$ cat src/rtl/pipeline_param_pkg.sv
// Shared types and instruction-field helpers for the pipeline_param datapath.
// Struct fields are sized for the widest supported build; modules slice/cast to their own widths.
package pipeline_param_pkg;

   localparam int unsigned MAX_AW = 8;
   localparam int unsigned MAX_DW = 64;
   localparam int unsigned MAX_IW = 2 + 3 * MAX_AW;

   typedef enum logic [1:0] {
      OP_ADD  = 2'b00,
      OP_SET  = 2'b01,
      OP_NAND = 2'b10,
      OP_NOP  = 2'b11
   } op_e;

   typedef struct packed {
      logic              valid;
      op_e               op;
      logic [MAX_AW-1:0] rd;
      logic [MAX_DW-1:0] a;
      logic [MAX_DW-1:0] b;
   } stage_t;

   // Instruction layout is {op, rd, rs1, rs2}; idx 0 = rs2, 1 = rs1, 2 = rd.
   function automatic logic [MAX_AW-1:0] inst_field(input logic [MAX_IW-1:0] i,
                                                    input int unsigned aw,
                                                    input int unsigned idx);
      logic [MAX_IW-1:0] s;
      logic [MAX_IW-1:0] m;
      s = i >> (idx * aw);
      m = (MAX_IW'(1) << aw) - MAX_IW'(1);
      return MAX_AW'(s & m);
   endfunction

   function automatic op_e inst_op(input logic [MAX_IW-1:0] i, input int unsigned aw);
      logic [MAX_IW-1:0] s;
      s = i >> (3 * aw);
      return op_e'(2'(s));
   endfunction

   function automatic logic op_writes(input op_e op);
      return op != OP_NOP;
   endfunction

   function automatic logic op_reads(input op_e op);
      return (op == OP_ADD) || (op == OP_NAND);
   endfunction

endpackage

$ cat src/rtl/pipe_regfile.sv
// NREG x DW register file: two combinational read ports, one debug read port, one write port.
module pipe_regfile #(
   parameter int unsigned NREG = 4,
   parameter int unsigned DW   = 8,
   localparam int unsigned AW  = $clog2(NREG)
) (
   input  logic          clk_i,
   input  logic          rst_ni,
   input  logic          we_i,
   input  logic [AW-1:0] waddr_i,
   input  logic [DW-1:0] wdata_i,
   input  logic [AW-1:0] raddr_a_i,
   output logic [DW-1:0] rdata_a_o,
   input  logic [AW-1:0] raddr_b_i,
   output logic [DW-1:0] rdata_b_o,
   input  logic [AW-1:0] dbg_raddr_i,
   output logic [DW-1:0] dbg_rdata_o
);

   logic [DW-1:0] mem_q [NREG];

   always_ff @(posedge clk_i or negedge rst_ni) begin
      if (!rst_ni) begin
         for (int unsigned i = 0; i < NREG; i++) mem_q[i] <= '0;
      end else if (we_i) begin
         mem_q[waddr_i] <= wdata_i;
      end
   end

   assign rdata_a_o   = mem_q[raddr_a_i];
   assign rdata_b_o   = mem_q[raddr_b_i];
   assign dbg_rdata_o = mem_q[dbg_raddr_i];

endmodule

$ cat src/rtl/pipeline_param.sv
// Three-stage ID/EX/WB datapath with a valid/ready instruction intake.
// Define PIPELINE_PARAM_FORWARD_EN to bypass EX/WB results into ID instead of interlocking.
module pipeline_param
   import pipeline_param_pkg::*;
#(
   parameter int unsigned NREG  = 4,
   parameter int unsigned DW    = 8,
   parameter int unsigned CNT_W = 16,
   localparam int unsigned AW   = $clog2(NREG),
   localparam int unsigned IW   = 2 + 3 * AW
) (
   input  logic             clk,
   input  logic             rst,
   input  logic [IW-1:0]    inst,
   input  logic             inst_valid,
   output logic             inst_ready,
   input  logic [AW-1:0]    dbg_raddr,
   output logic [DW-1:0]    dbg_rdata,
   output logic             ovf,
   output logic [CNT_W-1:0] ret_cnt
);

   logic             id_valid_q, id_valid_d;
   logic [IW-1:0]    id_inst_q, id_inst_d;
   stage_t           ex_q, ex_d, wb_q, wb_d;
   logic             ovf_q, ovf_d;
   logic [CNT_W-1:0] ret_cnt_q, ret_cnt_d;

   op_e               id_op;
   logic [MAX_AW-1:0] id_rd, id_rs1, id_rs2;
   logic [DW-1:0]     rf_a, rf_b, opa, opb;
   logic [DW-1:0]     ex_a, ex_b, ex_res;
   logic [DW:0]       ex_sum;
   logic              ex_wr, wb_wr, id_src, rf_we, stall;
   logic              ex_hit_a, ex_hit_b, wb_hit_a, wb_hit_b;

   assign id_op  = inst_op(MAX_IW'(id_inst_q), AW);
   assign id_rd  = inst_field(MAX_IW'(id_inst_q), AW, 2);
   assign id_rs1 = inst_field(MAX_IW'(id_inst_q), AW, 1);
   assign id_rs2 = inst_field(MAX_IW'(id_inst_q), AW, 0);

   assign rf_we = wb_q.valid && op_writes(wb_q.op);

   pipe_regfile #(
      .NREG (NREG),
      .DW   (DW)
   ) u_regfile (
      .clk_i       (clk),
      .rst_ni      (rst),
      .we_i        (rf_we),
      .waddr_i     (AW'(wb_q.rd)),
      .wdata_i     (DW'(wb_q.a)),
      .raddr_a_i   (AW'(id_rs1)),
      .rdata_a_o   (rf_a),
      .raddr_b_i   (AW'(id_rs2)),
      .rdata_b_o   (rf_b),
      .dbg_raddr_i (dbg_raddr),
      .dbg_rdata_o (dbg_rdata)
   );

   // RAW detection: only ADD/NAND sources against writing instructions ahead of ID.
   assign ex_wr    = ex_q.valid && op_writes(ex_q.op);
   assign wb_wr    = wb_q.valid && op_writes(wb_q.op);
   assign id_src   = id_valid_q && op_reads(id_op);
   assign ex_hit_a = id_src && ex_wr && (ex_q.rd == id_rs1);
   assign ex_hit_b = id_src && ex_wr && (ex_q.rd == id_rs2);
   assign wb_hit_a = id_src && wb_wr && (wb_q.rd == id_rs1);
   assign wb_hit_b = id_src && wb_wr && (wb_q.rd == id_rs2);

   assign ex_a   = DW'(ex_q.a);
   assign ex_b   = DW'(ex_q.b);
   assign ex_sum = {1'b0, ex_a} + {1'b0, ex_b};

   always_comb begin
      ex_res = '0;
      unique case (ex_q.op)
         OP_ADD:  ex_res = DW'(ex_sum);
         OP_SET:  ex_res = ex_a;
         OP_NAND: ex_res = ~(ex_a & ex_b);
         OP_NOP:  ex_res = '0;
      endcase
   end

`ifdef PIPELINE_PARAM_FORWARD_EN
   // EX is younger than WB, so it takes priority when both match.
   always_comb begin
      opa   = ex_hit_a ? ex_res : (wb_hit_a ? DW'(wb_q.a) : rf_a);
      opb   = ex_hit_b ? ex_res : (wb_hit_b ? DW'(wb_q.a) : rf_b);
      stall = 1'b0;
   end
`else
   always_comb begin
      opa   = rf_a;
      opb   = rf_b;
      stall = ex_hit_a || ex_hit_b || wb_hit_a || wb_hit_b;
   end
`endif

   assign inst_ready = !stall;

   always_comb begin
      id_valid_d = id_valid_q;
      id_inst_d  = id_inst_q;
      if (inst_ready) begin
         id_valid_d = inst_valid;
         id_inst_d  = inst;
      end

      ex_d       = '0;
      ex_d.valid = id_valid_q && !stall;
      ex_d.op    = id_op;
      ex_d.rd    = id_rd;
      ex_d.a     = MAX_DW'(opa);
      ex_d.b     = MAX_DW'(opb);
      if (id_op == OP_SET) ex_d.a = MAX_DW'({AW'(id_rs1), AW'(id_rs2)});

      wb_d       = '0;
      wb_d.valid = ex_q.valid;
      wb_d.op    = ex_q.op;
      wb_d.rd    = ex_q.rd;
      wb_d.a     = MAX_DW'(ex_res);

      ovf_d     = ovf_q || (ex_q.valid && (ex_q.op == OP_ADD) && ex_sum[DW]);
      ret_cnt_d = ret_cnt_q + CNT_W'(rf_we);
   end

   always_ff @(posedge clk or negedge rst) begin
      if (!rst) begin
         id_valid_q <= 1'b0;
         id_inst_q  <= '0;
         ex_q       <= '0;
         wb_q       <= '0;
         ovf_q      <= 1'b0;
         ret_cnt_q  <= '0;
      end else begin
         id_valid_q <= id_valid_d;
         id_inst_q  <= id_inst_d;
         ex_q       <= ex_d;
         wb_q       <= wb_d;
         ovf_q      <= ovf_d;
         ret_cnt_q  <= ret_cnt_d;
      end
   end

   assign ovf     = ovf_q;
   assign ret_cnt = ret_cnt_q;

   // Stage structs are sized for the widest build; bits above AW/DW are intentionally dropped.
   logic unused_bits;
   assign unused_bits = ^{ex_q, wb_q, id_rd, id_rs1, id_rs2};

endmodule

$ cat config.mk
export PLATFORM = sky130hd
export DESIGN_NAME = pipeline_param
export DESIGN_NICKNAME = d
export VERILOG_FILES = /design/src/rtl/pipeline_param_pkg.sv /design/src/rtl/pipe_regfile.sv /design/src/rtl/pipeline_param.sv
export SDC_FILE = /design/constraint.sdc
export NUM_CORES = 1
export LEC_CHECK = 0
export ABC_CLOCK_PERIOD_IN_PS = 3100
export BUFFER_PORTS_ARGS = -buffer_cell sky130_fd_sc_hd__buf_2
export CAP_MARGIN = 20
export CORE_MARGIN = 4
export CORE_UTILIZATION = 52
export DETAILED_ROUTE_END_ITERATION = 10
export PLACE_DENSITY = 0.69
export SLEW_MARGIN = 20
export SYNTH_ARGS = -nofsm -noshare
export SYNTH_HDL_FRONTEND = slang
export SYNTH_SLANG_ARGS = --single-unit
$ cat constraint.sdc
create_clock -name clk -period 3.1 [get_ports clk]
set_clock_uncertainty 0.15 [all_clocks]
set_input_delay 0.93 -clock clk [delete_from_list [all_inputs] [get_ports clk]]
set_output_delay 0.93 -clock clk [all_outputs]
set_load 0.1 [all_outputs]
-- Word-level counts from Yosys, hierarchy flattened
Index checks and enable logic that the tools add are counted.
- reduce and logical (&&, ||, !) cells: 21
- multipliers: 0
- bitwise operators: 6
- $lt $le $gt $ge: 5
- equality and inequality tests: 11
- divide/modulo/power cells: 0
- $add $sub $neg: 2
- mux-type cells: 14
- shift operators: 0
- operator list (operator ; count):
    $mux 8 ; 8
    $bmux 8 s2 ; 3
    $bwmux 32 ; 1
    $pmux 8 s4 ; 1
    $add 16x1->16 ; 1
    $demux 8 s2 ; 1
    $logic_and 1x1->1 ; 13
    $ge 3x3->1 const B ; 4
    $not 2->3 ; 4
    $add 8x8->9 ; 1
    $and 8x8->8 ; 1
    $eq 2x2->1 ; 4
    $not 8->8 ; 1
    $eq 2x2->1 const B ; 3
    $logic_or 1x1->1 ; 5
    $eq 2x1->1 const B ; 2
    $logic_not 2->1 ; 2
    $ne 2x2->1 const B ; 2
    $lt 3x1->1 const B ; 1
    $logic_not 1->1 ; 1
- output and inout port bits: 26
- register bits after elaboration: 92
- word-level logic and storage cells: 76
- bits in read-only memories: 0
- bits of input ports: 13
- memories: 0
- memory bits (writable): 0
- latch bits: 0

-- Logic depth before layout (Yosys ltp)
- depth after elaboration: 10
- mapped depth: 7
- depth with buffers taken out: 7

-- Cells and area by module
Synthesis repeated with hierarchy kept, for this count alone.
- cell total of the unflattened synthesis: 309
- area total of the unflattened synthesis: 4364.2 sq um
- modules (own cells, without submodules) (module ; times used ; cells each ; area each (sq um) ; sequential area each (sq um)):
    pipeline_param ; 1 ; 211 ; 2585.0 ; 1501.4
    pipe_regfile ; 1 ; 98 ; 1779.2 ; 800.8

-- Worst setup path before layout
OpenSTA, ideal clock, no wires.
- kind: input-to-output
- from: input port dbg_raddr[0]
- to: output port dbg_rdata[0]
- path buffers: 1
- required time: 2.020 ns
- stages: 2
- arrival time: 1.963 ns
- setup slack: 0.057 ns
- cell sequence: buf_2 -> mux4_2
- word-level cells in the longest chain between the ends: 4
- ends and longest elaborated chain (item ; RTL line ; RTL):
    from (decl) ; pipeline_param.sv:17 ; input logic [AW-1:0] dbg_raddr,
    $not 2->3 (implied by the code) ; pipe_regfile.sv:32 ; assign dbg_rdata_o = mem_q[dbg_raddr_i];
    $bmux 8 s2 ; pipe_regfile.sv:32 ;
    $mux 8 (implied by the code) (2 in series) ; pipe_regfile.sv:32 ;
    to (decl) ; pipeline_param.sv:18 ; output logic [DW-1:0] dbg_rdata,
Every way passes these cells. The select of a mux whose other input is x is not followed.

-- Worst setup path in the final report
- from: input port dbg_raddr[0]
- to: output port dbg_rdata[2]
The elaborated chain is that of the path after synthesis.

==> impl_metrics.csv <==
group,metric,value,unit
status,outcome,"finished clean",
detailed_routing,dr.pass1.iters,4,
critical_path,worst_path_largest_cell_delay,0.50,ns
die,core_region_area,7890,um2
placement,place.gp.congestion,0.813,
global_route,grt_max_degree,65,
detailed_routing,viasPerCell,5.78,
logic_synthesis,yosys.area.top_type,"dfrtp_1",
logic_synthesis,synth_area_leaders,"dfrtp_1, mux4_2, mux2_2",
detailed_routing,ant_nets,0,
sta,setup_viol,0,
logic_synthesis,yosysUniqueCellTypes,39,
detailed_routing,wl_per_cell,18.0,um
sta,timing.final.max_slew_violations,0,
global_route,antenna_found_initial,0,
detailed_routing,dr_total_vias,2609,
finish,n_antenna_cell,0,
critical_path,r2r-start,"ex_a[0]",
logic_synthesis,yosys-top-cells-count,"dfrtp_1, mux2_2, mux4_2",
worst_hold_path,worst_hold_startpoint,"id_inst_q[5]",
critical_path,crit_chain,"buf_2 > buf_12 > mux4_2 > clkbuf_4",
logic_synthesis,yosysSeqAreaShare,53.3,%
critical_path,rrSetupSlack,0.61,ns
critical_path,cp.required,2.02,ns
flow_run,drv_cap,0,
clocking,cts_tree,"done",
sta,post-route-period-util,98.8,%
detailed_routing,routed_wl,8110,um
clocking,clock_latency,0.35,ns
placement,dp_hpwl,5720,um
logic_synthesis,yosys_register_bits,92,
critical_path,path_delay_family,"buffers and inverters",
logic_synthesis,syn_area,4320,um2
detailed_routing,drtIter0Drc,108,
die,initial_core_util,54.7,%
power,p_leak,2.26,nW
logic_synthesis,synth_edf_count,0,
global_route,grt_pass1_vias,2763,
global_route,grt_pass1_wl,13800,um
critical_path,worst-path-max-fanout,3,
power,ir_worst_vdd,0.000576,V
die,placementRows,32,
worst_hold_path,min_to,"ex_q[129]",
clocking,cts.htree.levels,3,
logic_synthesis,synth_top_flop_cell,"dfrtp_1",
clocking,cts_buffers,9,
critical_path,timing.rr.end,"wb_q[70]",
critical_path,worstSetupStartpointType,"primary input",
finish,syn2layout_area_growth,13.6,%
clocking,cts-root-buf,"clkbuf_8",
sta,tightest_slew,0.842,ns
sta,timing.final.crit_period,3.06,ns
sta,tns,0,ns
worst_hold_path,holdPathStages,0,
sta,finalHoldViolCount,0,
critical_path,cp_slowest_cell,"mux4_2",
logic_synthesis,async_reset_ff_share,100,%
sta,whs,0.235,ns
critical_path,crit_arrival,1.98,ns
clocking,clk_path_buf_depth,2,
finish,drive_gt1_share,37.5,%
critical_path,critPathBufInv,3,
die,dieArea,9820,um2
critical_path,worstSetupPathType,"in2out",
die,chipHeight,99.1,um
logic_synthesis,synthDominantCellAreaShare,53.3,%
critical_path,worst-path-stages,4,
logic_synthesis,yosysMostFrequentCell,"dfrtp_1",
finish,layout.nets,368,
sta,slew_headroom,43.7,%
sta,fmax,326,MHz
logic_synthesis,syn_inst,297,
clocking,hold_buffers,0,
clocking,cts.clk_slew.worst_paths,0.08,ns
critical_path,ff2ff_path_depth,7,
placement,port_buffers,38,
global_route,grt_overflow,0,
die,dieWidth,99.1,um
sta,rsz0062_at_grt,"false",
worst_hold_path,hp-class,"reg2reg",
power,p_per_area,1060,nW/um2
global_route,grtUsageTotal,18.0,%
logic_synthesis,synth_nets,321,
detailed_routing,drcViolationCount,0,
critical_path,endpoint_kind,"primary output",
clocking,cts_sinks,92,
logic_synthesis,yosys_warnings,0,
logic_synthesis,synth.avg_cell_area,14.5,um2
die,ios,39,
## metal layers
layer  track usage [%]  up-vias  wire (um)
met5                 0        -          0
met1              25.2     1321       3700
met4              6.62        0        137
met2              27.7       73       3810
met3              4.07       14        458
li1                  -     1201          -
## where the power goes
part / switching, mW / internal [mW] / total, mW
Combinational: 1.41 / 0.942 / 2.35
Sequential: 0.393 / 1.64 / 2.03
Clock: 0.383 / 0.419 / 0.802
## worst max path at each step
stage | slack, ns | end | start
floorplan | 0.06 | dbg_rdata[0] | dbg_raddr[0]
global placement | 0.02 | dbg_rdata[2] | dbg_raddr[0]
detailed placement | 0.02 | dbg_rdata[2] | dbg_raddr[0]
CTS | 0.009 | dbg_rdata[0] | dbg_raddr[0]
global route | 0.0008 | dbg_rdata[2] | dbg_raddr[0]
finish | 0.04 | dbg_rdata[2] | dbg_raddr[0]
## cells by family (layout without fill, tap and decap cells)
group,Yosys count,in the layout,share of synthesized area [%]
and+or+nand+nor,48,48,6.20
DFF,92,92,53.3
xor gates and xnor gates,26,26,5.28
buffers and inverters,13,65,1.45
muxes,69,69,24.2
adders and majority gates,11,11,3.36
AOI/OAI and AO/OA,38,38,6.20
## state kept, by name, summed over array words and instances (netlist names)
signal,cells
ret_cnt,16
ex_b,8
ovf,1
u_regfile.mem_q,32
ex_a,8
ex_q,5
id_valid_q,1
id_inst_q,8
wb_q,13
## per-stage QoR
step	worst slack (ns)	instances	total power [mW]	instance area, um2	util, %
after floorplan	0.0573	297	3.89	4320	-
after global placement	0.0164	435	4.32	4690	59.5
after detailed placement	0.0173	435	4.37	4690	59.5
after CTS	0.00876	451	5.18	4890	61.9
after global routing	0.000799	451	5.50	4900	62.1
final	0.0369	451	5.18	4900	62.1
## area by class of cell
cell class / instances / area, um2
multi-input combinational: 192 / 1950
tap: 102 / 128
clock inverter: 1 / 30.0
fill: 613 / 2990
clock buffer: 15 / 166
timing repair buffer: 48 / 320
sequential: 92 / 2300
inverter: 1 / 3.75
## what timing repair did
item	4_1_cts	5_1_grt
endpoints found under the hold margin	0	0
resized for setup	0	10
setup buffers	0	0
setup endpoints to repair	0	6
## layout by cell type (no fill, tap or decap), types with 10 or more instances in the layout
| cell type | instances |
|---|---|
| clkbuf_8 | 11 |
| mux4_2 | 22 |
| xor2_1 | 13 |
| xnor2_1 | 13 |
| mux2_2 | 37 |
| buf_4 | 12 |
| dfrtp_1 | 92 |
| ha_1 | 10 |
| buf_2 | 31 |
No activity file was read; power rests on OpenSTA's default activity.
